**config.mk**
```make
export PLATFORM = sky130hd
export DESIGN_NAME = laser_shot_arbiter
export DESIGN_NICKNAME = d
export VERILOG_FILES = /design/src/rtl/laser_shot_arbiter.sv
export SDC_FILE = /design/constraint.sdc
export NUM_CORES = 1
export LEC_CHECK = 0
export ABC_AREA = 1
export CORE_UTILIZATION = 58
export CTS_BUF_LIST = sky130_fd_sc_hd__clkbuf_4
export DETAILED_ROUTE_END_ITERATION = 6
export GPL_TIMING_DRIVEN = 0
export PLACE_DENSITY = 0.82
export RECOVER_POWER = 25
export SYNTH_ARGS = -nofsm -noshare
export SYNTH_HDL_FRONTEND = slang
export SYNTH_SLANG_ARGS = --single-unit
export TNS_END_PERCENT = 100
```
**constraint.sdc**
```tcl
create_clock -name Clk -period 2 [get_ports Clk]
set_input_delay 0.3 -clock Clk [delete_from_list [all_inputs] [get_ports Clk]]
set_output_delay 0.3 -clock Clk [all_outputs]
set_load 0.02 [all_outputs]
```
**src/rtl/laser_shot_arbiter.sv**
```systemverilog
// Round-robin arbiter that shares one laser and its countdown timer among NREQ requesters.
// A granted shot arms the timer, fires until Z or Abort, then holds off for COOL cycles.
module laser_shot_arbiter #(
    parameter int NREQ = 4,
    parameter int COOL = 10,
    parameter int CW   = 8
) (
    input  logic            Clk,
    input  logic            Rst_n,
    input  logic [NREQ-1:0] Req,
    input  logic            Abort,
    input  logic            Z,
    output logic            Ec,
    output logic            Rc,
    output logic            X,
    output logic [NREQ-1:0] Grant,
    output logic            Done,
    output logic            Aborted,
    output logic            Busy
);

    localparam int PW = (NREQ > 2) ? $clog2(NREQ) : 1;
    localparam logic [NREQ-1:0] ONE = 1;

    typedef enum logic [1:0] {
        SIdle = 2'd0,
        SArm  = 2'd1,
        SOn   = 2'd2,
        SCool = 2'd3
    } state_t;

    state_t          state;
    logic [PW-1:0]   ptr;
    logic [PW-1:0]   owner;
    logic [PW-1:0]   next_ptr;
    logic [CW-1:0]   cnt;
    logic            found;
    logic [PW-1:0]   win;
    int              j;

    // First requesting index at or above the pointer, wrapping modulo NREQ.
    always_comb begin
        found = 1'b0;
        win   = '0;
        j     = 0;
        for (int i = 0; i < NREQ; i++) begin
            j = int'(ptr) + i;
            if (j >= NREQ) begin
                j = j - NREQ;
            end
            if (!found && Req[j[PW-1:0]]) begin
                found = 1'b1;
                win   = j[PW-1:0];
            end
        end
    end

    assign next_ptr = (owner == PW'(NREQ - 1)) ? '0 : owner + 1'b1;

    always_ff @(posedge Clk or negedge Rst_n) begin
        if (!Rst_n) begin
            state   <= SIdle;
            ptr     <= '0;
            owner   <= '0;
            cnt     <= '0;
            Ec      <= 1'b0;
            Rc      <= 1'b0;
            X       <= 1'b0;
            Grant   <= '0;
            Done    <= 1'b0;
            Aborted <= 1'b0;
            Busy    <= 1'b0;
        end else begin
            Done    <= 1'b0;
            Aborted <= 1'b0;
            case (state)
                SIdle: begin
                    Ec <= 1'b0;
                    X  <= 1'b0;
                    if (found) begin
                        owner <= win;
                        Grant <= ONE << win;
                        Rc    <= 1'b1;
                        Busy  <= 1'b1;
                        state <= SArm;
                    end else begin
                        Rc    <= 1'b0;
                        Grant <= '0;
                        Busy  <= 1'b0;
                    end
                end
                SArm: begin
                    Rc    <= 1'b0;
                    Ec    <= 1'b1;
                    X     <= 1'b1;
                    state <= SOn;
                end
                SOn: begin
                    // Abort takes priority over Z when both arrive together.
                    if (Abort || Z) begin
                        Ec      <= 1'b0;
                        X       <= 1'b0;
                        Grant   <= '0;
                        Done    <= 1'b1;
                        Aborted <= Abort;
                        ptr     <= next_ptr;
                        cnt     <= CW'(COOL - 1);
                        state   <= SCool;
                    end
                end
                SCool: begin
                    if (cnt == '0) begin
                        Busy  <= 1'b0;
                        state <= SIdle;
                    end else begin
                        cnt <= cnt - 1'b1;
                    end
                end
                default: begin
                    Ec    <= 1'b0;
                    Rc    <= 1'b0;
                    X     <= 1'b0;
                    Grant <= '0;
                    Busy  <= 1'b0;
                    state <= SIdle;
                end
            endcase
        end
    end

endmodule

```
==> results.txt, run 1 <==
register bit count reported by yosys = 23
share of layout cells above drive strength 1 = 0.120
Cell Area, Synth = 1540 sq um
die height = 53.5 um
xor-xnor portion of the synthesized cell area = 0.0228
Buffers on Ports = 17
yosys warns = 0
Diodes inserted = 0
CTS tree = done
antenna-violating nets left = 0
area grow syn2layout = 15.9%
Nets = 249
Cell variety after synth = 27
drt drc = 0
P_leak = 0.932 nW
syn_area_per_cell = 7.25 sq um
routed wire length = 3.04 mm
setup TNS = 0 ns
Vias = 1392
Synth Area in Simple Gates = 0.364
RSZ-0062 raised after global routing = no
Max-slew headroom = 0.322
Max Clock Freq = 550 MHz
CP startpoint kind = flip-flop
WS Path Type = reg -> reg
Max-Cap Viols = 0
die width = 53.5 um
Clock Tree Buf Depth = 2
Placeable Area = 2500 sq um
post-synthesis mux area share = 0
post-layout minimum cycle time = 1.82 ns
Synth Area in Compound Gates = 0.0879
CTS Sinks = 23
Clock transition at path regs = 0.13 ns
Num CTS Buffers = 3
Hold Path Stages = 2
Iter 0 DRT Violations = 43
largest family of logic cells by synthesized area = simple AND/OR/NAND/NOR gates
I/O pins = 18
Placer Congestion = 0.880
VDD IR-drop max = 1.11 mV
WL per Instance = 11.6 um
CP Max Fanout = 10
final core occ = 0.712
PwrDens = 1730 nW/um^2
pin count of the biggest net entering global routing = 24
final worst-path cycle share = 0.909
H-tree Lvls = 1
final setup vio count = 0
r2r worst-path depth = 9
Clk Latency, worst-skew pair = 0.30 ns
GRT Total Usage = 0.248
min-delay worst type = reg -> reg
setup repair bufs after CTS = 0
Final Skew = 0.00616 ns
actual slew at the worst max-slew pin = 1.01 ns
Post-Synth Adder-Cell Area = 0.0570
Filler cells = 206
root buffer cell = clkbuf_4
worst reg-to-reg setup slack = 0.18 ns
Final Hold Viols = 0
HPWL after DPL = 2.36 mm
vias in the first global route = 1268
grt ovf = 0
first-pass GRT wire length = 5.13 mm
CTS Hold Buffers Added = 0
Starting Density = 0.615
sequential element share of the synthesized area = 0.375
Syn Nets = 227
die outline area = 2860 sq um
first drt pass iteration count = 4
max-slew violations = 0
Arr. time, crit path = 2.06 ns
Worst EP required = 2.24 ns
initial antenna violation count = 0
cells after synthesis = 212
register area = 576 sq um
vias per std cell = 5.29
# rows = 18
Multi-input gate area = 823 sq um
endpoint class of the critical path = flip-flop
status = finished clean
[sequential cells by signal, indices dropped and copies added, names as in the netlist]
| signal | flops |
|---|---|
| cnt | 8 |
| Rc | 1 |
| Aborted | 1 |
| Done | 1 |
| Busy | 1 |
| ptr | 2 |
| state | 2 |
| Grant | 4 |
| owner | 2 |
| X | 1 |
[final timing paths]
| check | from | end |
|---|---|---|
| setup reg to reg | state[0] | cnt[2] |
| max in group asynchronous | Rst_n | owner[1] |
| hold / removal | Grant[0] | Grant[0] |
| min in group asynchronous | Rst_n | cnt[4] |
| hold reg to reg | Grant[0] | Grant[0] |
| setup / recovery | state[0] | cnt[2] |
[logic make-up after synthesis]
family	after synthesis
buffers and inverters	36
xor gates and xnor gates	4
AOI/OAI and AO/OA	24
and+or+nand+nor	118
adders and majority gates	7
DFF	23
[cell type report]
type / count / share of cell area
Buffer: 3 / 0.0112
Clock buffer: 4 / 0.0169
Sequential cell: 23 / 0.323
Inverter: 33 / 0.0696
Timing Repair Buffer: 17 / 0.0956
Multi-Input combinational cell: 153 / 0.462
Tap cell: 30 / 0.0211
[per-stage QoR]
stage               worst slack (ns)  total power (W)  instance area (sq um)  hold slack (ns)  std cells
finish                         0.183          0.00309                   1780            0.497        263
global route                  0.0143          0.00340                   1780            0.509        263
CTS                            0.133          0.00308                   1770            0.497        263
detailed placement             0.159          0.00284                   1740            0.465        259
global placement               0.166          0.00276                   1740            0.463        259
floorplan                      0.420          0.00233                   1540          0.00441        212
[timing repair]
item	4_1_cts	5_1_grt
setup endpoints to repair	0	4
resized for setup	0	1
endpoints found under the hold margin	0	0
[placed cells by master (no fill, tap or decap)]
cell and count:
a21oi_1 3, a31oi_1 1, buf_2 1, buf_4 2
clkbuf_4 4, clkdlybuf4s50_1 16, dfrtp_1 23, dlygate4sd3_1 1
ha_1 7, inv_1 28, inv_2 5, nand2_1 67
nand2_2 9, nand2_4 1, nand3_1 16, nand3_4 1
nand3b_1 2, nand4_1 4, nor2_1 13, nor2_2 2
nor2_4 1, nor2_8 1, nor3_4 1, o211ai_1 1
o21ai_0 13, o21ai_1 2, o31ai_1 3, o32ai_1 1
xnor2_1 1, xor2_1 3
[cell usage after synthesis]
library cell / n / area share
inv_2: 5 / 0.012
nand2_4: 1 / 0.0073
nor2_1: 13 / 0.032
nand3_1: 16 / 0.052
dfrtp_1: 23 / 0.37
ha_1: 7 / 0.057
nand4_1: 4 / 0.016
o32ai_1: 1 / 0.0057
xor2_1: 3 / 0.017
nand3_4: 1 / 0.011
o21ai_0: 13 / 0.042
o211ai_1: 1 / 0.0049
nor2_4: 1 / 0.0073
a31oi_1: 1 / 0.0041
inv_1: 28 / 0.068
o31ai_1: 3 / 0.015
nor2_8: 1 / 0.013
buf_4: 2 / 0.0098
nor3_2: 1 / 0.0065
a21oi_1: 3 / 0.0098
nor2_2: 2 / 0.0081
o21ai_1: 2 / 0.0065
nand3b_1: 2 / 0.0098
xnor2_1: 1 / 0.0057
buf_2: 1 / 0.0033
nand2_2: 9 / 0.037
nand2_1: 67 / 0.16
[worst max-delay path, cell delays in order (launching register included)]
cell and delay, ns:
dfrtp_1 0.44, inv_1 0.09, ha_1 0.28, inv_1 0.12
nor3_4 0.22, nor2_1 0.06, nand2_1 0.08, buf_2 0.21
o21ai_0 0.11, a21oi_1 0.13
[power by group]
group          leakage [nW]  internal, W  total [W]  switching, W
Combinational         0.620     0.000747    0.00204       0.00129
Sequential            0.294     0.000666   0.000823      0.000157
Clock                0.0184    0.0000912   0.000226      0.000134
[per-layer routing]
metal | track usage | part of all wire | vias to the layer above
met5 | 0 | 0 | -
met4 | 0.0570 | 0.0039 | 0
met3 | 0.0345 | 0.039 | 2
met2 | 0.444 | 0.50 | 36
met1 | 0.309 | 0.46 | 642
li1 | - | - | 712
(Power assumes the default switching activity.)
==> run 2, diff against run 1 <==
CAP_MARGIN = 30   (was not set)
SKIP_LAST_GASP = 1   (was not set)
==> run 2 against run 1 <==
Against the previous run:
- critical path depth stayed put
- die area is the same
- final area is 0.21% higher
- global-route usage up 0.24 points
- clock skew shrank 0.0043 ns
- sequential share of layout area shrank 0.068 points
- register-to-register slack gained 0.03 ns
- sequential power is essentially flat
- total power is 0.48% lower
- hold slack got worse by 0.19 ns
- critical endpoint unchanged
- largest cell class unchanged
==> results.txt, run 2 (synthesis gave the netlist of run 1 again) <==
Max-Cap Viols = 0 (unchanged)
root buffer cell = clkbuf_4
routed wire length = 3.04 mm (about the same)
PnR Total Power = 0.00307 W (-0.48%)
min-delay worst type = in -> async
Placeable Area = 2500 sq um (unchanged)
commonest non-fill, non-tap cell in the layout = nand2_1
Combinational Power Share = 0.659 (about the same)
endpoint class of the critical path = flip-flop
Nets = 250 (+0.40%)
Switching Share = 0.510 (-0.00209)
final worst-path cycle share = 0.895 (-0.0136)
WL per Instance = 11.5 um (-0.48%)
VDD IR-drop max = 1.14 mV (+2.9%)
switching power = 0.00157 W (-0.89%)
# rows = 18 (unchanged)
area post-placement = 1770 sq um (+1.6%)
Clock transition at path regs = 0.12 ns (about the same)
final setup vio count = 0 (unchanged)
Placer Congestion = 0.880 (unchanged)
pin count of the biggest net entering global routing = 18 (-25%)
CTS tree = done
final core occ = 0.714 (+0.00150)
initial antenna violation count = 0 (unchanged)
area grow syn2layout = 16.1%
most frequent cells in the layout = nand2_1, inv_1, dfrtp_1, nand3_1, clkdlybuf4s50_1
Largest regs = cnt x8, Grant x4
Iter 0 DRT Violations = 33 (-23%)
design area = 1780 sq um (+0.21%)
HPWL after DPL = 2.37 mm (+0.71%)
Max Clock Freq = 559 MHz (+1.5%)
drt drc = 0 (unchanged)
first drt pass iteration count = 5 (+1)
I/O pins = 18 (unchanged)
Final Hold Viols = 0 (unchanged)
Vias = 1371 (-1.5%)
Worst EP required = 2.24 ns (about the same)
post-layout minimum cycle time = 1.79 ns (-0.0272 ns)
actual slew at the worst max-slew pin = 0.913 ns (-0.101 ns)
Final Skew = 0.00191 ns (-0.00425 ns)
antenna-violating nets left = 0 (unchanged)
max-slew violations = 0 (unchanged)
setup repair bufs after CTS = 0 (unchanged)
share of layout cells above drive strength 1 = 0.120 (-0.000514)
Diodes inserted = 0 (unchanged)
Multi-input gate area = 823 sq um (unchanged)
internal power = 0.00150 W (about the same)
Clock Tree Buf Depth = 2 (unchanged)
CP Max Fanout = 10 (unchanged)
PwrDens = 1720 nW/um^2 (-0.69%)
die outline area = 2860 sq um (unchanged)
setup TNS = 0 ns (unchanged)
Starting Density = 0.615 (unchanged)
WS Path Type = reg -> reg
Clk Latency, worst-skew pair = 0.30 ns (about the same)
register area = 576 sq um (unchanged)
vias in the first global route = 1287 (+1.5%)
status = finished clean
Worst R2R Start = state[0]
first-pass GRT wire length = 5.12 mm (-0.27%)
die width = 53.5 um (unchanged)
Max-slew headroom = 0.391 (+0.0699)
Biggest register = cnt
grt ovf = 0 (unchanged)
GRT Total Usage = 0.250 (+0.00242)
Clk pwr share = 0.073 (about the same)
CTS Sinks = 23 (unchanged)
Num CTS Buffers = 3 (unchanged)
r2r worst-path depth = 9 (unchanged)
Filler cells = 211 (+2.4%)
Seq pwr share = 0.268 (about the same)
Largest register FFs = 8 (unchanged)
reg-to-reg critical path endpoint = cnt[2]
die height = 53.5 um (unchanged)
Buffers on Ports = 17 (unchanged)
worst reg-to-reg setup slack = 0.21 ns (+0.03 ns)
H-tree Lvls = 1 (unchanged)
Arr. time, crit path = 2.03 ns (-0.03 ns)
CP startpoint kind = flip-flop
P_leak = 0.933 nW (+0.13%)
RSZ-0062 raised after global routing = no
vias per std cell = 5.19 (-1.9%)
run 2: changes by cell type in the layout (fill, tap and decap cells not counted), sizes merged:
cell and change:
clkbuf +1
run 2: worst max-delay path: stages (launching register included):
cell and delay [ns]:
dfrtp_1 0.43, inv_1 0.09, ha_1 0.28, inv_1 0.12, nor3_4 0.21, nor2_1 0.06, nand2_1 0.08, buf_2 0.20
o21ai_0 0.10, a21oi_1 0.13
run 2: final cells by class:
| cell class | instances | share of cell area |
|---|---|---|
| Clock buffer | 4 | 0.0168 |
| Buffer | 3 | 0.0112 |
| Multi-Input combinational cell | 153 | 0.461 |
| Tap cell | 30 | 0.0210 |
| Timing Repair Buffer | 18 | 0.0975 |
| Sequential cell | 23 | 0.323 |
| Inverter | 33 | 0.0694 |
run 2: what timing repair did:
action | 4_1_cts | 5_1_grt
hold buffers | 0 | 0
endpoints found under the setup margin | 0 | 2
resized for setup | 0 | 1
run 2: power by group through the flow:
stage / Clock, W / Sequential (W) / Combinational (W)
6_report: 0.000224 / 0.000823 / 0.00202
5_1_grt: 0.000246 / 0.000848 / 0.00229
4_1_cts: 0.000229 / 0.000825 / 0.00203
3_5_place_dp: 0 / 0.000829 / 0.00202
3_3_place_gp: 0 / 0.000813 / 0.00195
2_1_floorplan: 0 / 0.000885 / 0.00145
run 2: how the worst max path moves through the flow:
| stage | end | from | slack, ns | depth (start not counted) |
|---|---|---|---|---|
| 2_1_floorplan | cnt[2] | state[0] | 0.42 | 9 |
| 3_3_place_gp | state[0] | state[0] | 0.17 | 8 |
| 3_5_place_dp | Rc | Req[3] | 0.16 | 11 |
| 4_1_cts | cnt[2] | state[0] | 0.13 | 9 |
| 5_1_grt | cnt[2] | state[0] | 0.03 | 9 |
| 6_report | cnt[2] | state[0] | 0.21 | 9 |
run 2: stage by stage:
step / hold slack [ns] / setup WS, ns / cells
after CTS: 0.284 / 0.132 / 264
after global routing: 0.320 / 0.0336 / 264
after global placement: 0.463 / 0.166 / 259
final: 0.309 / 0.210 / 264
after floorplan: 0.00441 / 0.420 / 212
after detailed placement: 0.465 / 0.164 / 260
run 2: layer usage:
layer	global-route usage	vias up	part of all wire
met5	0	-	0
met4	0.0877	0	0.0095
met3	0.0431	2	0.050
met2	0.433	45	0.47
met1	0.307	610	0.47
li1	-	714	-
==> run 3, diff against run 2 <==
CORE_ASPECT_RATIO = 0.8   (was not set)
==> run 3 against run 2 <==
Against the previous run:
- sequential share of layout area fell by 0.18 points
- final area rose by 0.56%
- count of clock-buffer cells in the layout did not move
- first-iteration DRC count rose by 82%
- global-route usage fell by 0.86 points
- maximum frequency fell by 1.8%
- via count rose by 0.22%
==> results.txt, run 3 (synthesis gave the netlist of run 1 again) <==
Clock Tree Buf Depth = 2 (unchanged)
Seq pwr share = 0.264 (-0.004)
Largest register FFs = 8 (unchanged)
HPWL after DPL = 2.49 mm (+4.8%)
Starting Density = 0.619 (+0.00434)
P_leak = 0.932 nW (-0.17%)
pre-CTS WS = 0.0607 ns (-0.103 ns)
Placeable Area = 2480 sq um (-0.70%)
H-tree Lvls = 1 (unchanged)
Buffers on Ports = 17 (unchanged)
switching power = 0.00160 W (+1.9%)
WL per Instance = 11.9 um (+3.2%)
Diodes inserted = 0 (unchanged)
Placer Congestion = 0.954 (+8.4%)
CTS tree = done
die height = 48.0 um (-10%)
# rows = 16 (-2)
Switching Share = 0.514 (+0.00341)
Largest stage delay, worst path = 0.45 ns (+0.02 ns)
Combinational Power Share = 0.660 (about the same)
Filler cells = 229 (+8.5%)
Clk pwr share = 0.075 (+0.002)
first-pass GRT wire length = 5.06 mm (-1.2%)
Clock transition at path regs = 0.13 ns (about the same)
Iter 0 DRT Violations = 60 (+82%)
Max Clock Freq = 549 MHz (-1.8%)
VDD IR-drop max = 0.985 mV (-14%)
RSZ-0062 raised after global routing = yes
grt ovf = 0 (unchanged)
setup TNS = 0 ns (unchanged)
routed wire length = 3.21 mm (+5.6%)
GRT Total Usage = 0.241 (-0.00860)
CP cell instances = inv_1, ha_2, inv_1, nor3_4, nor2_1, nand2_1, buf_2, o21ai_0, a21oi_1
Largest regs = cnt x8, Grant x4
Vias = 1374 (+0.22%)
Multi-input gate area = 826 sq um (+0.30%)
Nets = 250 (unchanged)
WS Path Type = reg -> reg
PnR Total Power = 0.00311 W (+1.2%)
area post-placement = 1770 sq um (-0.28%)
final worst slack = 0.177 ns (-0.0327 ns)
share of layout cells above drive strength 1 = 0.124 (+0.00427)
CP Max Fanout = 10 (unchanged)
root buffer cell = clkbuf_4
most frequent cells in the layout = nand2_1, inv_1, dfrtp_1, nand3_1, clkdlybuf4s50_1
commonest non-fill, non-tap cell in the layout = nand2_1
die outline area = 2860 sq um (about the same)
PwrDens = 1730 nW/um^2 (+0.62%)
Final Hold Viols = 0 (unchanged)
first drt pass iteration count = 4 (-1)
Worst R2R Start = state[0]
slowest CP cell = dfrtp_1
post-layout minimum cycle time = 1.82 ns (+0.0327 ns)
CP startpoint kind = flip-flop
Worst EP required = 2.25 ns (about the same)
initial antenna violation count = 0 (unchanged)
Max-slew headroom = 0.436 (+0.0443)
CP most frequent cell = inv_1
I/O pins = 18 (unchanged)
register area = 576 sq um (unchanged)
final setup vio count = 0 (unchanged)
Crit. Startpoint = state[0]
drt drc = 0 (unchanged)
antenna-violating nets left = 0 (unchanged)
internal power = 0.00151 W (+0.48%)
actual slew at the worst max-slew pin = 0.847 ns (-0.0664 ns)
vias per std cell = 5.09 (-2.0%)
CTS Sinks = 23 (unchanged)
Clk Latency, worst-skew pair = 0.32 ns (+0.02 ns)
Arr. time, crit path = 2.08 ns (+0.05 ns)
design area = 1790 sq um (+0.56%)
Final Skew = 0.00912 ns (+0.00721 ns)
Num CTS Buffers = 3 (unchanged)
Biggest register = cnt
die width = 59.5 um (+11%)
min-delay worst type = in -> async
vias in the first global route = 1150 (-11%)
max-slew violations = 0 (unchanged)
final worst-path cycle share = 0.911 (+0.0163)
status = finished clean
endpoint class of the critical path = flip-flop
area grow syn2layout = 16.8%
Max-Cap Viols = 0 (unchanged)
pin count of the biggest net entering global routing = 17 (-1)
[run 3: cell counts in the layout (fill, tap and decap cells not counted)]
Identical to the previous run, type by type.
[run 3: final timing paths]
path | to | cells past startpoint | slack, ns
setup reg to reg | cnt[2] | 9 | 0.18
hold / removal | cnt[5] | 1 | 0.31
min in group Clk | ptr[0] | 1 | 0.49
max in group asynchronous | X | 2 | 0.60
setup / recovery | cnt[2] | 9 | 0.18
hold reg to reg | ptr[0] | 1 | 0.49
[run 3: timing repair]
| item | CTS | global route |
|---|---|---|
| buffers inserted | 0 | 0 |
| hold buffers | 0 | 0 |
| resized for setup | 0 | 2 |
| setup endpoints to repair | 0 | 13 |
[run 3: stage by stage]
| step | util | instances | hold slack, ns |
|---|---|---|---|
| after floorplan | - | 212 | 0.00441 |
| after global placement | 0.706 | 265 | 0.467 |
| after detailed placement | 0.712 | 266 | 0.464 |
| after CTS | 0.724 | 270 | 0.277 |
| after global routing | 0.723 | 270 | 0.332 |
| final | 0.723 | 270 | 0.311 |
[run 3: critical path: cells and delay by family, from the launching register on]
family / cells / cell delay, ns
flip-flops: 1 / 0.45
adder cells (fa/ha/maj): 1 / 0.27
buffers and inverters: 3 / 0.41
AND/OR/NAND/NOR: 3 / 0.40
AO/OA/AOI/OAI: 2 / 0.23
[run 3: layer usage]
| metal | vias to the layer above | share of wire | global-route usage |
|---|---|---|---|
| met5 | - | 0 | 0 |
| met4 | 0 | 0 | 0.0140 |
| met3 | 0 | 0.070 | 0.0649 |
| met2 | 35 | 0.44 | 0.373 |
| met1 | 622 | 0.49 | 0.357 |
| li1 | 717 | - | - |
[run 3: power by group through the flow]
stage                     Clock (W)  Sequential [W]  Combinational, W
after detailed placement          0        0.000826           0.00203
final                      0.000234        0.000821           0.00205
after global routing       0.000254        0.000847           0.00232
after CTS                  0.000240        0.000818           0.00205
after floorplan                   0        0.000885           0.00145
after global placement            0        0.000812           0.00195
[run 3: cell type report]
type	instances	share of cell area
Tap cell	36	0.0251
Clock buffer	4	0.0167
Timing Repair Buffer	18	0.0969
Buffer	3	0.0112
Multi-Input combinational cell	153	0.460
Sequential cell	23	0.321
Inverter	33	0.0690
